**src/rtl/data_cache_if.sv**
```systemverilog
// CPU-side and memory-side signal bundle for the direct-mapped data cache.
// The cache is the slave; the CPU/memory environment is the master.
interface data_cache_if;
  logic        READ;
  logic        WRITE;
  logic [7:0]  ADDRESS;
  logic [7:0]  WRITEDATA;
  logic [7:0]  READDATA;
  logic        BUSYWAIT;
  logic        MEM_READ;
  logic        MEM_WRITE;
  logic [5:0]  MEM_ADDRESS;
  logic [31:0] MEM_WRITEDATA;
  logic [31:0] MEM_READDATA;
  logic        MEM_BUSYWAIT;

  modport slave (
    input  READ, WRITE, ADDRESS, WRITEDATA,
    input  MEM_READDATA, MEM_BUSYWAIT,
    output READDATA, BUSYWAIT,
    output MEM_READ, MEM_WRITE,
    output MEM_ADDRESS, MEM_WRITEDATA
  );

  modport master (
    output READ, WRITE, ADDRESS, WRITEDATA,
    output MEM_READDATA, MEM_BUSYWAIT,
    input  READDATA, BUSYWAIT,
    input  MEM_READ, MEM_WRITE,
    input  MEM_ADDRESS, MEM_WRITEDATA
  );
endinterface

```
**src/rtl/data_cache.sv**
```systemverilog
// 8 x 4-byte direct-mapped write-back, write-allocate data cache.
// CPU request is held stable by the CPU while BUSYWAIT is high.
module data_cache (
  input  logic       CLK,
  input  logic       RESET,
  data_cache_if.slave bus
);
  typedef enum logic [1:0] {
    IDLE,
    WB,
    FETCH,
    FILL
  } state_e;

  state_e      state_q;
  logic [7:0]  valid_q;
  logic [7:0]  dirty_q;
  logic [2:0]  tag_q  [8];
  logic [31:0] data_q [8];
  logic [31:0] fill_q;

  logic [2:0]  idx;
  logic [2:0]  tag;
  logic [1:0]  off;
  logic [31:0] blk;
  logic [31:0] wblk;
  logic        hit;
  logic        req;
  logic        miss;

  assign tag  = bus.ADDRESS[7:5];
  assign idx  = bus.ADDRESS[4:2];
  assign off  = bus.ADDRESS[1:0];
  assign blk  = data_q[idx];
  assign hit  = valid_q[idx] && (tag_q[idx] == tag);
  assign req  = bus.READ || bus.WRITE;
  assign miss = req && !hit;

  always_comb begin
    wblk = blk;
    wblk[{off, 3'b000} +: 8] = bus.WRITEDATA;
  end

  always_ff @(posedge CLK) begin
    if (RESET) begin
      state_q <= IDLE;
      valid_q <= '0;
      dirty_q <= '0;
    end else begin
      unique case (state_q)
        IDLE: begin
          if (bus.WRITE && hit) begin
            data_q[idx]  <= wblk;
            dirty_q[idx] <= 1'b1;
          end else if (miss) begin
            state_q <= (valid_q[idx] && dirty_q[idx]) ? WB : FETCH;
          end
        end
        WB: begin
          if (!bus.MEM_BUSYWAIT) state_q <= FETCH;
        end
        FETCH: begin
          if (!bus.MEM_BUSYWAIT) begin
            fill_q  <= bus.MEM_READDATA;
            state_q <= FILL;
          end
        end
        FILL: begin
          data_q[idx]  <= fill_q;
          tag_q[idx]   <= tag;
          valid_q[idx] <= 1'b1;
          dirty_q[idx] <= 1'b0;
          state_q      <= IDLE;
        end
        default: state_q <= IDLE;
      endcase
    end
  end

  // Memory strobes depend on state only; the miss stall is combinational.
  assign bus.MEM_READ      = (state_q == FETCH);
  assign bus.MEM_WRITE     = (state_q == WB);
  assign bus.MEM_ADDRESS   = (state_q == WB) ? {tag_q[idx], idx}
                                             : {tag, idx};
  assign bus.MEM_WRITEDATA = blk;
  assign bus.BUSYWAIT      = (state_q != IDLE) || miss;
  assign bus.READDATA      = blk[{off, 3'b000} +: 8];
endmodule

```
**src/flat_wrapper.sv**
```systemverilog
// flat-port wrapper written by rule: the top's interface ports become plain ports
module data_cache_flat 
  (CLK, RESET, bus_READ, bus_WRITE, bus_ADDRESS, bus_WRITEDATA, bus_MEM_READDATA, bus_MEM_BUSYWAIT, bus_READDATA, bus_BUSYWAIT, bus_MEM_READ, bus_MEM_WRITE, bus_MEM_ADDRESS, bus_MEM_WRITEDATA);
  data_cache_if bus_i ();
  input  logic CLK;
  input  logic RESET;
  input wire logic [$bits(bus_i.READ)-1:0] bus_READ;
  input wire logic [$bits(bus_i.WRITE)-1:0] bus_WRITE;
  input wire logic [$bits(bus_i.ADDRESS)-1:0] bus_ADDRESS;
  input wire logic [$bits(bus_i.WRITEDATA)-1:0] bus_WRITEDATA;
  input wire logic [$bits(bus_i.MEM_READDATA)-1:0] bus_MEM_READDATA;
  input wire logic [$bits(bus_i.MEM_BUSYWAIT)-1:0] bus_MEM_BUSYWAIT;
  output wire logic [$bits(bus_i.READDATA)-1:0] bus_READDATA;
  output wire logic [$bits(bus_i.BUSYWAIT)-1:0] bus_BUSYWAIT;
  output wire logic [$bits(bus_i.MEM_READ)-1:0] bus_MEM_READ;
  output wire logic [$bits(bus_i.MEM_WRITE)-1:0] bus_MEM_WRITE;
  output wire logic [$bits(bus_i.MEM_ADDRESS)-1:0] bus_MEM_ADDRESS;
  output wire logic [$bits(bus_i.MEM_WRITEDATA)-1:0] bus_MEM_WRITEDATA;
  assign bus_i.READ = bus_READ;
  assign bus_i.WRITE = bus_WRITE;
  assign bus_i.ADDRESS = bus_ADDRESS;
  assign bus_i.WRITEDATA = bus_WRITEDATA;
  assign bus_i.MEM_READDATA = bus_MEM_READDATA;
  assign bus_i.MEM_BUSYWAIT = bus_MEM_BUSYWAIT;
  assign bus_READDATA = bus_i.READDATA;
  assign bus_BUSYWAIT = bus_i.BUSYWAIT;
  assign bus_MEM_READ = bus_i.MEM_READ;
  assign bus_MEM_WRITE = bus_i.MEM_WRITE;
  assign bus_MEM_ADDRESS = bus_i.MEM_ADDRESS;
  assign bus_MEM_WRITEDATA = bus_i.MEM_WRITEDATA;
  data_cache u_core (.CLK(CLK), .RESET(RESET), .bus(bus_i));
endmodule
```
**config.mk**
```make
export PLATFORM = sky130hd
export DESIGN_NAME = data_cache_flat
export DESIGN_NICKNAME = d
export VERILOG_FILES = /design/src/rtl/data_cache_if.sv /design/src/rtl/data_cache.sv /design/src/flat_wrapper.sv
export SDC_FILE = /design/constraint.sdc
export NUM_CORES = 1
export LEC_CHECK = 0
export BUFFER_PORTS_ARGS = -buffer_cell sky130_fd_sc_hd__buf_2
export CORE_ASPECT_RATIO = 0.75
export CORE_MARGIN = 2
export CORE_UTILIZATION = 42
export DETAILED_ROUTE_END_ITERATION = 7
export HOLD_SLACK_MARGIN = 0.08
export PLACE_DENSITY_LB_ADDON = 0.15
export SLEW_MARGIN = 25
export SYNTH_ARGS = -nofsm -noshare
export SYNTH_HDL_FRONTEND = slang
export SYNTH_SLANG_ARGS = --single-unit
```
**constraint.sdc**
```tcl
create_clock -name CLK -period 4.1 [get_ports CLK]
set_input_delay 0 -clock CLK [delete_from_list [all_inputs] [get_ports CLK]]
set_output_delay 0 -clock CLK [all_outputs]
set_load 0.01 [all_outputs]
```
Word level (Yosys, flattened, before mapping)
Memories as Yosys holds them, arrays and structs flattened. Cells that the tools add are included.

Bits in registers: 50. Memory bits (writable): 280. Input bits: 53. Output and inout bits: 49. Logic and storage cells: 66. Memories: 2.

Add/subtract/negate cells: 1. Order comparisons: 2. Equality and inequality tests: 9. Shift-type cells: 3. Multiplexer cells: 24. Bitwise logic cells: 7. Reductions and logical operators: 14.

Memory list: u_core.data_q (depth 8, bits a word 32, read ports 1, clocked after Yosys merged registers in 0, write ports 1, line data_cache.sv:19) `logic [31:0] data_q [8];`; u_core.tag_q (depth 8, bits a word 3, read ports 1, clocked after Yosys merged registers in 0, write ports 1, line data_cache.sv:18) `logic [2:0] tag_q [8];`.

Operators with widths (count): 32-bit bitwise mux (1); 32-bit 2-to-1 mux (1); 8-bit by 7-bit variable shift with 32-bit output (first input constant) (1); 32-bit by 6-bit variable part select with 8-bit output (1); 8-bit by 7-bit variable part select with 32-bit output (1); 8-bit bitwise OR (2); 8-bit one-hot mux with 2 select lines (1); 1-bit 2-to-1 mux (10); 2-bit 2-to-1 mux (5); 8-bit bitwise AND (1); 8-bit 2-to-1 mux (1); 8-bit inverter (1); 2-bit one-hot mux with 4 select lines (1); 5-bit negator with 7-bit output (1); 1-bit binary-select mux with 3-bit select (2); 6-bit 2-to-1 mux (1); 2-bit inequality test (second input constant) (3); 1-bit logical AND (5); 2-bit == test (second input constant) (2); 3-bit by 4-bit < comparator with 1-bit output (second input constant) (1); 2-bit by 1-bit inequality test with 1-bit output (second input constant) (2); 4-bit AND reduction (1); 2-bit nonzero test (2); 1-bit demux with 3-bit select (1); 10 further kinds (12).

Logic depth before layout (Yosys ltp)
Word-level depth: 9. Gate-level depth with buffers: 10. Depth with buffers taken out: 6.

Worst setup path before layout
Ideal clock, no wire load.

Path type: register to register. Start: memory u_core.tag_q[4][1]. End: memory u_core.data_q[0][0] (enable). Setup time: 0.461 ns. Arrival time: 3.640 ns. Required time: 3.639 ns. Path slack: -0.001 ns. Stages on the path, launching flop included: 7. Path buffers: 0. Clock period less this slack: 4.101 ns. Path through: edfxtp_1 > mux2_4 > a22o_1 > o21ai_0 > and4_4 > a31oi_4 > nor3_1.

Cells in the longest elaborated chain, start to end: 9.

Ends and longest elaborated chain: start, declared (line data_cache.sv:18); memory read 8 x 3 bit; 3-bit == test (line data_cache.sv:35) `assign hit = valid_q[idx] && (tag_q[idx] == tag);`; 1-bit logical AND (line data_cache.sv:35); 1-bit logical AND (line data_cache.sv:52) `if (bus.WRITE && hit) begin`; 1-bit 2-to-1 mux (line data_cache.sv:52); 1-bit 2-to-1 mux (line data_cache.sv:50) `unique case (state_q)`; 1-bit 2-to-1 mux (line data_cache.sv:45) `if (RESET) begin`; 1-bit 2-to-1 mux (not written as such) (line data_cache.sv:53) `data_q[idx] <= wblk;`; 1-bit bitwise OR (no line); end, declared (line data_cache.sv:19).

Every way passes these cells.

Worst setup path after layout
Start: memory u_core.tag_q[4][1]. End: memory u_core.data_q[3][13] (enable).

The elaborated chain is that of the path after synthesis.

==> flow_summary.toml <==
[placed_design]
dp_slack_ns = 1.038
gp_congestion = 0.8336
place_inst = 1424
dpl.hpwl_microns = 25100
numPortBuffers = 101

[yosys]
syn_area_sq_um = 13700
synth_xor_area_share_pct = 0
ys_seq_area_share_pct = 71.00
synth_seq_cells = 330
synthAdderAreaFrac_pct = 0.9131
synth_cell_types = 60
yosysWarningCount = 0
synth-main-ff-cell = "edfxtp_1"
synthSimpleGateAreaFrac_pct = 6.355
postSynthCellCount = 885
async_flop_share_pct = 0
synth-compound-area-share_pct = 11.20
syn_area_per_cell_sq_um = 15.48
muxShareOfSynthArea_pct = 7.597
synth_nets = 948
synth_edf_count = 312
synth_top_family_by_area = "compound AO/OA/AOI/OAI gates"

[floorplan]
die_h_microns = 160.4
io_pins = 102
core-area_sq_um = 32240
chipWidth_microns = 212.6
fp-row-count = 57
start_util_pct = 42.51
dieArea_sq_um = 34100

[grt]
grt_pass1_wl_microns = 58060
overflow = 0
antenna_found_initial = 0
track_usage_pct = 23.64
grt_most_used_layer = "met1"
grt_pass1_vias = 8739
grt_use_met2_pct = 33.72
met3_usage_pct = 5.729
grt_max_degree = 47
grtUsageMet1_pct = 35.01

[outcome]
status = "complete, no violations"

[timing]
finalCritPeriodShare_pct = 67.59
setup_violations = 0
setup_slack_ns = 1.329
finalHoldViolations = 0
fmax_ghz = 0.3609
rsz0062_at_grt = "no"
final.min_clock_period_ns = 2.771
worstMarginPinSlew_ns = 0.8424
relSlewSlack_pct = 43.72
slew_violations = 0
fin_skew_ns = 0.01849

[power]
p_per_area_nw_per_um2 = 471.1
vdd_ir_drop_max_uv = 313.1
finalPower_mw = 7.750
p_leak_nw = 5.645

[clock_tree]
clk_latency_ns = 0.52
cts_buffers = 35
cts_tree = "done"
path_clk_slew_ns = 0.06
clock_path_buffers = 3
cts_root_buf = "clkbuf_16"
cts.sinks = 330
htree_num_levels = 2

[setup_path]
rr_endpoint = "u_core.data_q[3][13]"
critPathLaunchType = "register"
cp.arrival_ns = 2.92
r2r_cells = 7
path_max_fanout = 32
regToRegSetupSlack_ns = 1.33
r2r-start = "u_core.tag_q[4][1]"
critPathKind = "register to register"
crit_required_ns = 4.25
critPathCaptureType = "register"

[final_layout]
area_growth_pct = 20.05
layout-drive-gt1-share_pct = 24.98
fin_cells = 1527
diodes = 0
nets = 1122
fin_util_pct = 51.03

[min_path]
hold_start = "bus_WRITEDATA[2]"
whs_path_depth = 3
hold_class = "input port to register"
min_to = "u_core.data_q[2][2]"

[run]
maxCapViolations = 0

[detailed_routing]
drc = 0
antenna_left = 0
routed-via-count = 8884
first_pass_iters = 5
drt_iter0_drc = 850
drt_wl_total_microns = 39540
via_per_inst = 5.818
wl_per_cell_microns = 25.89
## final cells by class
cell class | count | area [sq um]
multi-input combinational | 478 | 3646
timing repair buffer | 190 | 1324
sequential | 330 | 9729
inverter | 24 | 90.09
tap | 442 | 553.0
clock buffer | 45 | 975.9
fill | 2779 | 15790
clock inverter | 18 | 132.6
## sequential cells by signal, summed over array words and instances (netlist names), named ones only
name            count
u_core.data_q     256
u_core.fill_q      32
u_core.state_q      2
u_core.tag_q       24
u_core.valid_q      8
## cell usage in the layout (no fill, tap or decap), types with 4 or more instances in the layout
master and count:
nand4_1 9, nor3_2 12, mux2_1 5, mux2i_1 26, mux2_2 27, buf_2 101, nand3_1 24, dlygate4sd3_1 40
a222oi_1 5, nor2b_1 12, clkbuf_16 37, clkbuf_1 6, buf_4 45, a21oi_1 36, nor3_1 5, clkinv_2 6
a22o_1 8, o22ai_1 9, o211ai_1 8, nor2_1 58, o21ai_0 11, dfxtp_1 18, edfxtp_1 312, clkinv_1 11
buf_12 4, mux4_2 18, a22oi_1 66, o21ai_1 16, o2bb2ai_1 6, nand2_1 41, a31oi_1 4, ha_1 10
a221oi_1 27, inv_1 20
## layer usage
layer / vias up / part of all wire [%]
li1: 3895 / -
met2: 415 / 43
met5: - / 0.068
met3: 84 / 8.8
met1: 4488 / 45
met4: 2 / 3.3
## synthesized netlist by cell type, types with 3 or more instances
cell | number | area share, %
edfxtp_1 | 312 | 68
a22oi_1 | 66 | 3.6
nor2_1 | 58 | 1.6
nand2_1 | 41 | 1.1
a21oi_1 | 36 | 1.3
a221oi_1 | 27 | 1.7
mux2_2 | 27 | 2.2
mux2i_1 | 26 | 1.9
nand3_1 | 24 | 0.88
clkbuf_1 | 22 | 0.60
inv_1 | 20 | 0.55
dfxtp_1 | 18 | 2.6
mux4_2 | 18 | 3.0
o21ai_1 | 16 | 0.58
nor3_1 | 13 | 0.47
buf_2 | 12 | 0.44
nor2b_1 | 12 | 0.55
buf_4 | 11 | 0.60
o21ai_0 | 11 | 0.40
ha_1 | 10 | 0.91
nand4_1 | 9 | 0.41
o22ai_1 | 9 | 0.41
a22o_1 | 8 | 0.51
o211ai_1 | 8 | 0.44
buf_6 | 6 | 0.49
o2bb2ai_1 | 6 | 0.38
a222oi_1 | 5 | 0.37
mux2_1 | 5 | 0.41
a31oi_1 | 4 | 0.18
nor3_2 | 4 | 0.29
a221o_1 | 3 | 0.22
## where the power goes
part | leakage (nW) | total (mW) | switching [mW] | internal, mW
combinational | 2.12 | 0.833 | 0.544 | 0.289
clock | 0.547 | 3.08 | 1.27 | 1.80
sequential | 2.97 | 3.84 | 0.0195 | 3.82
## through the flow
stage | setup TNS (ns) | area, sq um | hold slack, ns
after floorplan | -0.2522 | 13700 | 0.09177
after global placement | 0 | 14940 | 0.1762
after detailed placement | 0 | 14940 | 0.1781
after CTS | 0 | 16450 | 0.1191
after global routing | 0 | 16450 | 0.1556
final | 0 | 16450 | 0.1351
## cells by family after synthesis
kind of cell	count (synthesis)
AO/OA/AOI/OAI	212
adder cells (fa/ha/maj)	10
buffers and inverters	77
flip-flops	330
multiplexers	77
AND/OR/NAND/NOR	179
## worst max path at each step
stage | cells past startpoint | slack (ns) | from | endpoint
final | 7 | 1.33 | u_core.tag_q[4][1] | u_core.data_q[3][13]
after global routing | 7 | 1.14 | u_core.tag_q[5][1] | u_core.data_q[3][21]
after CTS | 7 | 1.34 | u_core.tag_q[5][1] | u_core.data_q[3][1]
after detailed placement | 9 | 1.04 | bus_ADDRESS[3] | u_core.data_q[3][20]
after global placement | 9 | 1.09 | bus_ADDRESS[3] | u_core.data_q[3][23]
after floorplan | 6 | -0.001 | u_core.tag_q[4][1] | u_core.data_q[0][0]
## worst max-delay path, stage by stage (launching register included)
cell      delay, ns
edfxtp_1       0.35
mux2_4         0.28
a22o_1         0.25
o21ai_0        0.27
and4_4         0.39
a31oi_4        0.19
nor3_2         0.14
buf_4          0.50
## repair_timing
item | CTS | global route
gates resized for setup | 0 | 0
setup buffers | 0 | 0
hold buffers | 40 | 0
hold endpoints to repair | 77 | 0
Power figures use the tool's default switching activity.
